[src/rtl/fetch_unit.sv]
// Program-counter / fetch stage. Drives the instruction ROM address, captures
// the returned opcode into an instruction register and hands it to decode
// over a valid/ready handshake. Supports absolute and PC-relative branches
// from decode, halts on HALT_OP, and counts loads for debug visibility.
module fetch_unit #(
  parameter logic [7:0] HALT_OP = 8'hFF,
  parameter int         COUNT_W = 16
) (
  input  logic               clk_i,
  input  logic               reset_i,
  input  logic               start_i,
  output logic [6:0]         inst_addr_o,
  input  logic [7:0]         inst_data_i,
  output logic [7:0]         inst_o,
  output logic [6:0]         inst_pc_o,
  output logic               valid_o,
  input  logic               ready_i,
  input  logic               branch_i,
  input  logic               branch_rel_i,
  input  logic [7:0]         branch_val_i,
  output logic               halted_o,
  output logic [COUNT_W-1:0] fetch_count_o
);

  typedef enum logic [1:0] {IDLE = 2'd0, RUN = 2'd1, HALT = 2'd2} state_t;

  state_t               state_q, state_d;
  logic [6:0]           pc_q, pc_d;
  logic [7:0]           inst_q, inst_d;
  logic [6:0]           inst_pc_q, inst_pc_d;
  logic                 valid_q, valid_d;
  logic [COUNT_W-1:0]   count_q, count_d;

  logic                 consume;
  logic                 load_en;
  logic                 br_take;
  logic                 halt_load;

  // Relative target: 7-bit PC plus sign-extended 8-bit offset, keep low 7 bits.
  function automatic logic [6:0] rel_target(input logic [6:0]        base,
                                            input logic signed [7:0] off);
    logic signed [7:0] sum;
    sum = $signed({1'b0, base}) + off;
    return sum[6:0];
  endfunction

  // Saturating increment so the counter sticks at all-ones.
  function automatic logic [COUNT_W-1:0] sat_inc(input logic [COUNT_W-1:0] v);
    if (&v) return v;
    return v + {{(COUNT_W-1){1'b0}}, 1'b1};
  endfunction

  assign consume   = valid_q && ready_i;
  assign load_en   = (state_q == RUN) && (!valid_q || ready_i);
  // A branch is only honoured while running and the current instruction leaves.
  assign br_take   = (state_q == RUN) && consume && branch_i;
  // A halt opcode captured without a competing branch stops fetching.
  assign halt_load = load_en && !br_take && (inst_data_i == HALT_OP);

  // State register with synchronous reset.
  always_ff @(posedge clk_i) begin
    if (reset_i) state_q <= IDLE;
    else         state_q <= state_d;
  end

  // Next-state logic: IDLE waits for start, RUN stops on an accepted halt load.
  always_comb begin
    state_d = state_q;
    case (state_q)
      IDLE:    if (start_i)   state_d = RUN;
      RUN:     if (halt_load) state_d = HALT;
      HALT:    state_d = HALT;
      default: state_d = IDLE;
    endcase
  end

  // Datapath next-state: branch redirect beats load; HALT only drains valid.
  always_comb begin
    pc_d      = pc_q;
    inst_d    = inst_q;
    inst_pc_d = inst_pc_q;
    valid_d   = valid_q;
    count_d   = count_q;
    if (br_take) begin
      // ROM data this cycle belongs to the wrong path: drop it, leave a bubble.
      pc_d    = branch_rel_i ? rel_target(inst_pc_q, $signed(branch_val_i))
                             : branch_val_i[6:0];
      valid_d = 1'b0;
    end else if (load_en) begin
      inst_d    = inst_data_i;
      inst_pc_d = pc_q;
      valid_d   = 1'b1;
      count_d   = sat_inc(count_q);
      // PC parks on the halt opcode so inst_addr_o shows where fetch stopped.
      if (inst_data_i != HALT_OP) pc_d = pc_q + 7'd1;
    end else if ((state_q == HALT) && consume) begin
      valid_d = 1'b0;
    end
  end

  // Datapath registers; everything returns to a known value on reset.
  always_ff @(posedge clk_i) begin
    if (reset_i) begin
      pc_q      <= 7'd0;
      inst_q    <= 8'h00;
      inst_pc_q <= 7'd0;
      valid_q   <= 1'b0;
      count_q   <= '0;
    end else begin
      pc_q      <= pc_d;
      inst_q    <= inst_d;
      inst_pc_q <= inst_pc_d;
      valid_q   <= valid_d;
      count_q   <= count_d;
    end
  end

  // Output decode from registered state.
  always_comb begin
    inst_addr_o   = pc_q;
    inst_o        = inst_q;
    inst_pc_o     = inst_pc_q;
    valid_o       = valid_q;
    fetch_count_o = count_q;
    halted_o      = (state_q == HALT);
  end

endmodule

[config.mk]
export PLATFORM = sky130hd
export DESIGN_NAME = fetch_unit
export DESIGN_NICKNAME = d
export VERILOG_FILES = /design/src/rtl/fetch_unit.sv
export SDC_FILE = /design/constraint.sdc
export NUM_CORES = 1
export LEC_CHECK = 0
export ABC_AREA = 1
export CAP_MARGIN = 20
export CELL_PAD_IN_SITES_DETAIL_PLACEMENT = 0
export CELL_PAD_IN_SITES_GLOBAL_PLACEMENT = 1
export CORE_MARGIN = 5
export CORE_UTILIZATION = 37
export DETAILED_ROUTE_END_ITERATION = 10
export GPL_TIMING_DRIVEN = 0
export HOLD_SLACK_MARGIN = 0.03
export PLACE_DENSITY_LB_ADDON = 0.1
export SLEW_MARGIN = 40
export SYNTH_ARGS = -nofsm -noshare
export SYNTH_HDL_FRONTEND = slang
export SYNTH_SLANG_ARGS = --single-unit
[constraint.sdc]
create_clock -name clk_i -period 3.7 [get_ports clk_i]
set_input_delay 0.555 -clock clk_i [delete_from_list [all_inputs] [get_ports clk_i]]
set_output_delay 0.555 -clock clk_i [all_outputs]
set_load 0.02 [all_outputs]
==> impl_metrics.ini <==
[clocking]
post_cts_buffers = 0
path_clk_slew_ns = 0.08
htreeDepth = 2
cts_tree = done
cts_buffer_depth = 2
cts_made_buffers = 5
clk_latency_ns = 0.29
cts_root_buffer = clkbuf_8
cts.sinks = 41
cts_hold_buffers = 0
cts_resized = 0

[critical_path]
critPathRequiredTime_ns = 3.14
crit_type = flip-flop to primary output
critPathMaxFanout = 3
cp-end-kind = primary output
cp_slowest_stage_delay_ns = 0.61
crit_chain = inv_1 > ha_1 > clkdlybuf4s50_1
cp_data_arrival_time_ns = 1.47
slowest_stage = clkdlybuf4s50_1
start_kind = flip-flop

[detailed_routing]
wirelength_um = 6550
firstDrtPassIters = 5
vias_per_cell = 4.89
drc = 0
detail-route-antenna-nets = 0
drt-initial-drc-count = 82
vias = 2486
wl_per_cell_um = 12.9

[floorplanning]
pin_count = 62
dieWidth_um = 91.7
initial_utilization_pct = 38.5
dieArea_mm2 = 0.00841
die_h_um = 91.7
core-area_mm2 = 0.00642
std_cell_rows = 29

[global_routing]
grt_pass1_vias = 2407
grt_max_degree = 12
antenna_found_initial = 0
overflow = 0
met3_usage_pct = 3.76
met2_usage_pct = 24.2
use_met1_pct = 23.1
grt-busiest-layer = met2
grt_use_total_pct = 16.2
grt_pass1_wl_um = 11200

[logic_synthesis]
synth_cell_types = 33
synthesis.nets = 399
ys_seq_elements = 41
ys_warn_count = 0
synth_area_mm2 = 0.00247
seq_area_frac_synth_pct = 33.2
syn_inst = 365
syn_avg_cell_area_um2 = 6.77

[sta]
setup_ws_ns = 1.68
hold_viol = 0
rsz0062_at_grt = false
setup_viol = 0
fin_skew_ns = 0.00461
period_needed_ns = 2.02
relSlewSlack_pct = 51.1
tightestPinTransition_ns = 0.733
period_share_pct = 54.7
slew_violations = 0
setup_tns_ns = 0
fmax_mhz = 494

[finish]
most-common-layout-cells = nand2_1, clkdlybuf4s50_1, nor2_1, dfxtp_1, inv_1
diodes = 0
final_core_util_pct = 50.5
drive_gt1_share_pct = 8.12
fillers = 650
layout.cells.most_common = nand2_1
syn_to_final_growth_pct = 31.3
regArea_um2 = 821
nets = 465
multiInputGateArea_mm2 = 0.00145

[run]
maxCapViolCount = 0

[power]
ir_drop_mv = 0.186
p_per_area_mw_per_mm2 = 393
p_total_mw = 1.28
p_leak_nw = 1.28

[outcome]
outcome = completed

[place]
routabilityCongestion = 0.814
portBuffers = 59
dp_hpwl_um = 5100
dp_slack_ns = 1.39

[hold_path]
worstHoldPathType = flip-flop to flip-flop
metrics by stage:
step | hold slack, ns | instances | instance area (µm²)
2_1_floorplan | 0.456 | 365 | 2470
3_3_place_gp | 0.463 | 501 | 3160
3_5_place_dp | 0.472 | 501 | 3160
4_1_cts | 0.488 | 508 | 3240
5_1_grt | 0.508 | 508 | 3240
6_report | 0.481 | 508 | 3240
critical path, delay by kind of cell (launching register included):
kind                     cells  cell delay [ns]
buffers and inverters        2             0.69
adder cells (fa/ha/maj)      1             0.17
flip-flops                   1             0.33
report_power, final:
group / switching, mW / leakage (nW) / internal [mW]
logic: 0.247 / 0.899 / 0.192
registers: 0.0442 / 0.334 / 0.488
clock network: 0.157 / 0.0443 / 0.148
metal layers:
layer	routed length, µm	vias to the layer above
met3	391	8
met5	0	-
li1	-	1300
met4	85	0
met1	3410	1122
met2	2660	56
path summary, 6_finish.rpt:
path                                         startpoint                         to  slack, ns  cells after the start
worst min register to register  state_q[0]$_SDFFE_PP0P_    state_q[0]$_SDFFE_PP0P_       0.48                      2
worst max register to register  state_q[1]$_SDFFE_PP0P_  inst_pc_o[2]$_SDFFE_PP0P_       1.94                      7
worst min-delay path            state_q[0]$_SDFFE_PP0P_    state_q[0]$_SDFFE_PP0P_       0.48                      2
worst max-delay path            state_q[0]$_SDFFE_PP0P_                   halted_o       1.68                      3
cells by family (layout without fill, tap and decap cells):
logic type      count (synthesis)  in the layout  share of synthesized area (%)
xor+xnor                       13             13                           4.61
compound gates                 65             65                           15.2
fa+ha+maj                      12             12                           6.38
simple gates                  189            189                           32.6
flops                          41             41                           33.2
buf+inv                        45            111                           7.95
synthesized netlist by cell type, drive strengths merged:
cell / number / area, µm²
a21boi: 1 / 11.3
a21o: 1 / 7.51
a21oi: 34 / 208
a31oi: 1 / 6.26
buf: 5 / 43.8
clkbuf: 6 / 22.5
dfxtp: 41 / 821
fa: 1 / 20.0
ha: 11 / 138
inv: 34 / 130
nand2: 99 / 389
nand3: 23 / 115
nand3b: 1 / 7.51
nand4: 5 / 46.3
nor2: 58 / 230
nor3: 1 / 5.00
o211ai: 1 / 7.51
o21ai: 26 / 130
o22ai: 1 / 6.26
or2: 2 / 12.5
xnor2: 4 / 35.0
xor2: 9 / 78.8
state kept, by name, summed over array words and instances (netlist names):
name and count:
inst_addr_o 7, fetch_count_o 16, inst_o 8, inst_pc_o 7, state_q 2, valid_o 1
layout make-up:
class,instances,share of cell area (%)
Timing Repair Buffer,59,18.2
Multi-Input combinational cell,279,44.8
Sequential cell,41,25.3
Clock buffer,7,2.66
Inverter,34,4.01
Tap cell,77,2.97
Buffer,11,2.04
Power figures use the tool's default switching activity.
